==> src/rtl/pc_sequencer.sv <==
// Program counter register and next-PC selector with stall buffering, one-deep
// redirect capture, misalignment trap and halt.
module pc_sequencer #(
  parameter logic [31:0] RESET_PC = 32'h0040_0000
) (
  input  logic        clk,
  input  logic        rst_n,
  input  logic        stall,
  input  logic        jump_en,
  input  logic [31:0] jump_target,
  input  logic        branch_en,
  input  logic [31:0] branch_offset,
  input  logic        jr_en,
  input  logic [31:0] jr_addr,
  input  logic        halt,
  output logic [31:0] pc,
  output logic [31:0] pc_plus4,
  output logic [3:0]  pc4_upper,
  output logic        fetch_valid,
  output logic        misaligned,
  output logic        halted
);

  typedef enum logic [1:0] {BOOT, RUN, HOLD, HALTED} state_t;

  state_t      state, state_n;
  logic [31:0] pc_n;
  logic [31:0] pend_addr, pend_addr_n;
  logic        pend_vld, pend_vld_n;
  logic        mis_n;
  logic        req_vld;
  logic [31:0] req_addr;
  logic        hold_has;
  logic [31:0] hold_tgt;

  assign pc_plus4    = pc + 32'd4;
  assign pc4_upper   = pc_plus4[31:28];
  assign fetch_valid = (state == RUN);
  assign halted      = (state == HALTED);

  assign req_vld = jr_en | jump_en | branch_en;

  always_comb begin
    req_addr = pc_plus4 + branch_offset;
    if (jr_en)
      req_addr = jr_addr;
    else if (jump_en)
      req_addr = jump_target;
  end

  // A request in the cycle stall drops is newer than anything already pending.
  always_comb begin
    hold_has = req_vld | pend_vld;
    hold_tgt = req_vld ? req_addr : pend_addr;
  end

  always_comb begin
    state_n     = state;
    pc_n        = pc;
    pend_vld_n  = pend_vld;
    pend_addr_n = pend_addr;
    mis_n       = misaligned;
    case (state)
      BOOT: state_n = halt ? HALTED : RUN;
      RUN: begin
        if (halt) begin
          state_n = HALTED;
        end else if (stall) begin
          state_n = HOLD;
          if (req_vld) begin
            pend_vld_n  = 1'b1;
            pend_addr_n = req_addr;
          end
        end else if (req_vld) begin
          if (req_addr[1:0] != 2'b00) begin
            state_n = HALTED;
            mis_n   = 1'b1;
          end else begin
            pc_n = req_addr;
          end
        end else begin
          pc_n = pc_plus4;
        end
      end
      HOLD: begin
        if (halt) begin
          state_n    = HALTED;
          pend_vld_n = 1'b0;
        end else if (stall) begin
          if (req_vld) begin
            pend_vld_n  = 1'b1;
            pend_addr_n = req_addr;
          end
        end else begin
          state_n    = RUN;
          pend_vld_n = 1'b0;
          if (!hold_has) begin
            pc_n = pc_plus4;
          end else if (hold_tgt[1:0] != 2'b00) begin
            state_n = HALTED;
            mis_n   = 1'b1;
          end else begin
            pc_n = hold_tgt;
          end
        end
      end
      default: ;
    endcase
  end

  always_ff @(posedge clk or negedge rst_n) begin
    if (!rst_n) begin
      state      <= BOOT;
      pc         <= RESET_PC;
      pend_vld   <= 1'b0;
      pend_addr  <= 32'd0;
      misaligned <= 1'b0;
    end else begin
      state      <= state_n;
      pc         <= pc_n;
      pend_vld   <= pend_vld_n;
      pend_addr  <= pend_addr_n;
      misaligned <= mis_n;
    end
  end

endmodule

==> config.mk <==
export PLATFORM = sky130hd
export DESIGN_NAME = pc_sequencer
export DESIGN_NICKNAME = d
export VERILOG_FILES = /design/src/rtl/pc_sequencer.sv
export SDC_FILE = /design/constraint.sdc
export NUM_CORES = 1
export LEC_CHECK = 0
export ABC_AREA = 1
export CORE_UTILIZATION = 38
export DETAILED_ROUTE_END_ITERATION = 10
export GPL_ROUTABILITY_DRIVEN = 1
export GPL_TIMING_DRIVEN = 0
export PLACE_DENSITY = 0.61
export SLEW_MARGIN = 20
export SYNTH_ARGS = -nofsm -noshare
export SYNTH_HDL_FRONTEND = slang
export SYNTH_SLANG_ARGS = --single-unit
==> constraint.sdc <==
create_clock -name clk -period 4.7 [get_ports clk]
set_input_delay 0.94 -clock clk [delete_from_list [all_inputs] [get_ports clk]]
set_output_delay 0.94 -clock clk [all_outputs]
set_load 0.01 [all_outputs]
# == Word-level counts from Yosys, hierarchy flattened ==
# Index checks and enable logic that the tools add are counted.
# classes
addsub,2
n_mul,0
div_mod_pow,0
n_lt_le_gt_ge,0
eq_ne,17
shift,0
mux,37
bitwise,4
n_reduce_logical,11
# ops
op,count
$mux 32,11
$pmux 32 s2,1
$add 32x3->32 const B,1
$add 32x32->32,1
$mux 2,9
$ne 2x2->1 const B,7
$mux 1,13
$ne 3x3->1 const B,3
$reduce_and 9->1,1
$ne 4x3->1 const B,2
$reduce_and 7->1,1
$pmux 2 s3,1
$reduce_and 3->1,2
$reduce_bool 2->1,3
$eq 2x2->1 const B,2
$ne 2x1->1 const B,2
$pmux 1 s2,2
$reduce_and 4->1,1
$or 1x1->1,3
$reduce_bool 3->1,1
$eq 2x1->1 const B,1
$logic_not 2->1,1
$reduce_or 2->1,1
$not 1->1,1
# totals
register_bits,68
latch_bits,0
ram_bits,0
rom_bits,0
in_bits,103
output_inout_bits,71
word_cells,76
n_memories,0

# == Logic depth before layout (Yosys ltp) ==
# depth
word_depth,11
depth_mapped,27
depth_no_buf,27

# == Worst setup path before layout ==
# No wires, ideal clock.
# synth_timing
path_type,flip-flop to flip-flop
startpoint,register pc[3]
endpoint,register pc[13]
setup_time_ns,0.117
arrival_ns,2.981
t_required_ns,4.583
path_slack_ns,1.602
path_stages_with_launch,20
path_buffers,0
synth_period_minus_slack_ns,3.098
cell_sequence,dfrtp_1 -> ha_1 -> nand2_1 -> nor2_1 -> nand2_1 -> nor2_1 -> xor2_1 -> ha_1 -> nand2_1 -> nand2_1 -> o21bai_1 -> a21oi_1 -> nand2_1 -> xor2_1 -> o21ai_0 -> nand3_1 -> nand2_1 -> inv_1 -> nor2_1 -> nor2_1
# synth_between
elab_chain_cells,10
elab_cells_between_ends,14
classes_between,add/sub (2); mux (12)
# synth_rtl
element,line,rtl
"start, declared",16,"output logic [31:0] pc,"
"start signal, assigned",120,pc <= pc_n;
$add 32x3->32 *,36,assign pc_plus4 = pc + 32'd4;
net pc_plus4[12],17,"output logic [31:0] pc_plus4,"
$add 32x32->32 *,44,req_addr = pc_plus4 + branch_offset;
$mux 32 *,47,else if (jump_en)
$mux 32 *,45,if (jr_en)
$mux 32,n/a,
$mux 32,99,end else if (hold_tgt[1:0] != 2'b00) begin
$mux 32,97,if (!hold_has) begin
$mux 32,89,end else if (stall) begin
$mux 32,86,if (halt) begin
$pmux 32 s2 *,63,case (state)
# The timed path passes the listed nets; every way through them passes the cells marked *. The select of a mux whose other input is x is not followed.
# A chain may end at the register's enable or synchronous reset.

# == Worst setup path after layout ==
# layout_timing
startpoint,register pc[3]
endpoint,register pc[13]
# layout_between
elab_chain_cells,10
elab_cells_between_ends,14
classes_between,add/sub (2); mux (12)
# layout_rtl
element,line
$add 32x3->32 *,36
$add 32x32->32,44
$mux 32,47
$mux 32,45
$mux 32,n/a
$mux 32,99
$mux 32,97
$mux 32,89
$mux 32,86
$pmux 32 s2 *,63
# Every way passes the cells marked *; elsewhere a longest branch is shown, timed or not. The select of a mux whose other input is x is not followed.

==> metrics.yaml <==
run_status:
  status: "completed"
global_routing:
  grt_pass1_vias: 7717
  grt_max_degree: 44
  grt_pass1_wl_mm: 42.7
  antenna_found_initial: 0
  grtUsageTotal_pct: 28.5
  grt-ovfl-total: 0
layout:
  design_area_sq_mm: 0.00976
  n_fill_cell: 1997
  area.sequential_sq_mm: 0.00170
  drive_gt1_share_pct: 3.41
  antenna_cells: 0
  syn_to_final_growth_pct: 32.6
  nets: 1607
  multi_input_area_sq_mm: 0.00481
logic_synthesis:
  yosys_warnings: 0
  async_reset_ff_share_pct: 100
  synth_area_sq_mm: 0.00736
  yosysSeqAreaShare_pct: 23.1
  ys_types: 41
  ys_ff_latch: 68
  avgSynthCellArea_sq_um: 5.77
  syn_nets: 1422
  synth_ff_type: "dfrtp_1"
  synth-edff-count: 0
  synthCells: 1275
power:
  power.share.clock_pct: 12.1
  p_sw_share_pct: 50.9
  power_frac_seq_pct: 19.5
  combPwrFrac_pct: 68.4
  power.density_mw_per_mm2: 623
  peakVddDrop_v: 0.000299
  p_switching_w: 0.00309
  p_leak_nw: 5.03
  internal-power_w: 0.00299
sta:
  hold_viol_final: 0
  final.setup_skew_ns: 0.00670
  rsz0062_at_grt: "no"
  finalSetupViolCount: 0
  slew_headroom_pct: 59.1
  worst_pin_slew_ns: 0.608
  setup_ws_ns: 0.469
  period_share_pct: 90.0
  finalCriticalPeriod_ns: 4.23
  fmax_mhz: 236
  slew_viol_final: 0
  tns_ns: 0
place:
  hpwl_mm: 24.0
  postPlaceCellArea_sq_mm: 0.00944
  io_buffers: 173
  gp_congestion: 0.998
  pre_cts_slack_ns: 0.616
clocking:
  ctsRootBufferMaster: "clkbuf_16"
  h-tree-depth: 3
  cts_tree: "done"
  cts_resized: 0
  path_clk_slew_ns: 0.06
  cts_buffers: 9
  cts_hold_buffers: 0
  clockBufferDepth: 2
  clock-sinks: 68
  clkLatencyLatePin_ns: 0.34
  cts_setup_buffers: 0
setup_path:
  arrival_ns: 4.46
  max_stage_delay_ns: 0.49
  worstSetupPathType: "reg2reg"
  critPathMaxFanout: 5
  reg2regPathDepth: 19
  path_common_cell: "nand2_1"
  reg2reg_to: "pc[13]"
  r2r_slack_ns: 0.47
  critPathCaptureType: "register"
  reg2reg_from: "pc[3]"
  cp.required_ns: 4.93
  cp_slowest_cell: "xor2_1"
  start_kind: "register"
  crit_chain: "ha_1 -> nand2_1 -> nor2_1 -> nand2_1 -> nor2_1 -> xor2_1 -> ha_1 -> nand2_1 -> nand2_1 -> o21bai_1 -> a21oi_1 -> nand2_1 -> xor2_1 -> o21ai_0 -> nand3_1 -> nand2_1 -> inv_1 -> nor2_1 -> nor2_1"
floorplan:
  core-area_sq_mm: 0.0188
  die_h_um: 141
  fp.dieW_um: 141
  dieArea_sq_mm: 0.0199
  pin_count: 174
  initial_core_util_pct: 39.1
  row_count: 50
hold_path:
  worstHoldPathCells: 1
  hold-path-endpoint: "misaligned"
  hold_path.startpoint: "misaligned"
  hold_class: "reg2reg"
drt:
  wire_per_inst_um: 16.5
  via_count: 8569
  route.detailed.drc: 0
  ant_nets: 0
  top_layer: "met4"
  drt_iter0_markers: 709
  met1_length_mm: 13.5
  dr.pass1.iters: 5
  routed_via_density: 4.97
  met3_length_mm: 1.73
  wl_met2_mm: 12.8
  totalWireLength_mm: 28.5
job:
  drv_cap: 0
==> state kept, by name (all words and copies together) (netlist names) <==
register / count
pc: 32
pend_vld: 1
misaligned: 1
state: 2
pend_addr: 32
==> per-layer routing <==
| metal | global-route usage (%) | up-vias |
|---|---|---|
| li1 | - | 4382 |
| met1 | 40.9 | 3878 |
| met2 | 44.9 | 277 |
| met3 | 3.57 | 32 |
| met4 | 7.27 | 0 |
| met5 | 0 | - |
==> how the worst max path moves through the flow <==
stage | cells after the start | slack [ns] | start | to
floorplan | 19 | 1.60 | pc[3] | pc[13]
global placement | 1 | 0.23 | rst_n | pc[29]
detailed placement | 19 | 0.62 | pc[3] | pc[13]
CTS | 19 | 0.60 | pc[3] | pc[13]
global route | 19 | 0.17 | pc[3] | pc[13]
finish | 19 | 0.47 | pc[3] | pc[13]
==> layout make-up <==
| cell class | count | share of cell area, % |
|---|---|---|
| buffer | 41 | 2.13 |
| clock buffer | 11 | 2.49 |
| clock inverter | 5 | 0.769 |
| inverter | 169 | 6.53 |
| multi-input combinational | 997 | 49.3 |
| sequential | 68 | 17.4 |
| tap | 260 | 3.33 |
| timing repair buffer | 174 | 18.0 |
==> layout by cell type (no fill, tap or decap), drive strengths merged, types with 2 or more instances in the layout <==
| cell | n |
|---|---|
| nand2 | 433 |
| nor2 | 205 |
| clkdlybuf4s50 | 172 |
| inv | 169 |
| a21oi | 81 |
| nand3 | 79 |
| dfrtp | 67 |
| o21ai | 51 |
| ha | 43 |
| clkbuf | 32 |
| xor2 | 28 |
| buf | 22 |
| a31oi | 13 |
| nor3 | 10 |
| o21bai | 9 |
| xnor2 | 8 |
| nand4 | 7 |
| o211ai | 7 |
| nand3b | 4 |
| a22oi | 3 |
| clkinv | 3 |
| nor4 | 2 |
| a21boi | 2 |
| or2 | 2 |
| and2 | 2 |
| a31o | 2 |
| bufinv | 2 |
==> metrics by stage <==
stage / hold slack, ns / util, % / total power [W] / cells
finish: 0.469 / 51.8 / 0.00608 / 1725
global route: 0.491 / 51.8 / 0.00658 / 1725
CTS: 0.479 / 51.8 / 0.00604 / 1725
detailed placement: 0.466 / 50.1 / 0.00528 / 1709
global placement: 0.458 / 50.0 / 0.00527 / 1708
floorplan: 0.449 / - / 0.00363 / 1275
==> synth_stat cells (4+ instances only) <==
cell type	n	area, sq um
buf_2	4	20.0
nand3b_1	4	30.0
o21ai_0	50	250
o211ai_1	7	52.6
buf_4	9	67.6
xnor2_1	8	70.1
nand3_1	79	395
nor2_1	203	762
clkbuf_1	21	78.8
xor2_1	28	245
nand2_1	432	1620
ha_1	43	538
nor3_1	8	40.0
o21bai_1	8	60.1
buf_1	5	18.8
dfrtp_1	67	1680
a31oi_1	13	81.3
inv_2	4	15.0
nand4_1	7	43.8
inv_1	164	616
a21oi_1	81	405
==> critical path: cells and delay by family (launching register included) <==
kind	cells	cell delay (ns)
buffers and inverters	1	0.04
flip-flops	1	0.40
XOR/XNOR	2	0.67
AO/OA/AOI/OAI	3	0.80
adder cells (fa/ha/maj)	2	0.58
AND/OR/NAND/NOR	11	1.65
==> cell families after synthesis <==
kind of cell | count (synthesis) | share of synthesized area (%)
AOI/OAI and AO/OA | 173 | 13.1
buffers and inverters | 210 | 11.5
xor gates and xnor gates | 36 | 4.28
adders and majority gates | 44 | 7.58
DFF | 68 | 23.1
and+or+nand+nor | 744 | 40.4
==> power by group through the flow <==
stage	clock network, W	registers (W)	logic, W
6_report	0.000736	0.00119	0.00416
5_1_grt	0.000765	0.00122	0.00459
4_1_cts	0.000739	0.00118	0.00413
3_5_place_dp	0	0.00119	0.00410
3_3_place_gp	0	0.00119	0.00408
2_1_floorplan	0	0.00115	0.00248
Note: power is estimated with default switching activity, not from simulation.
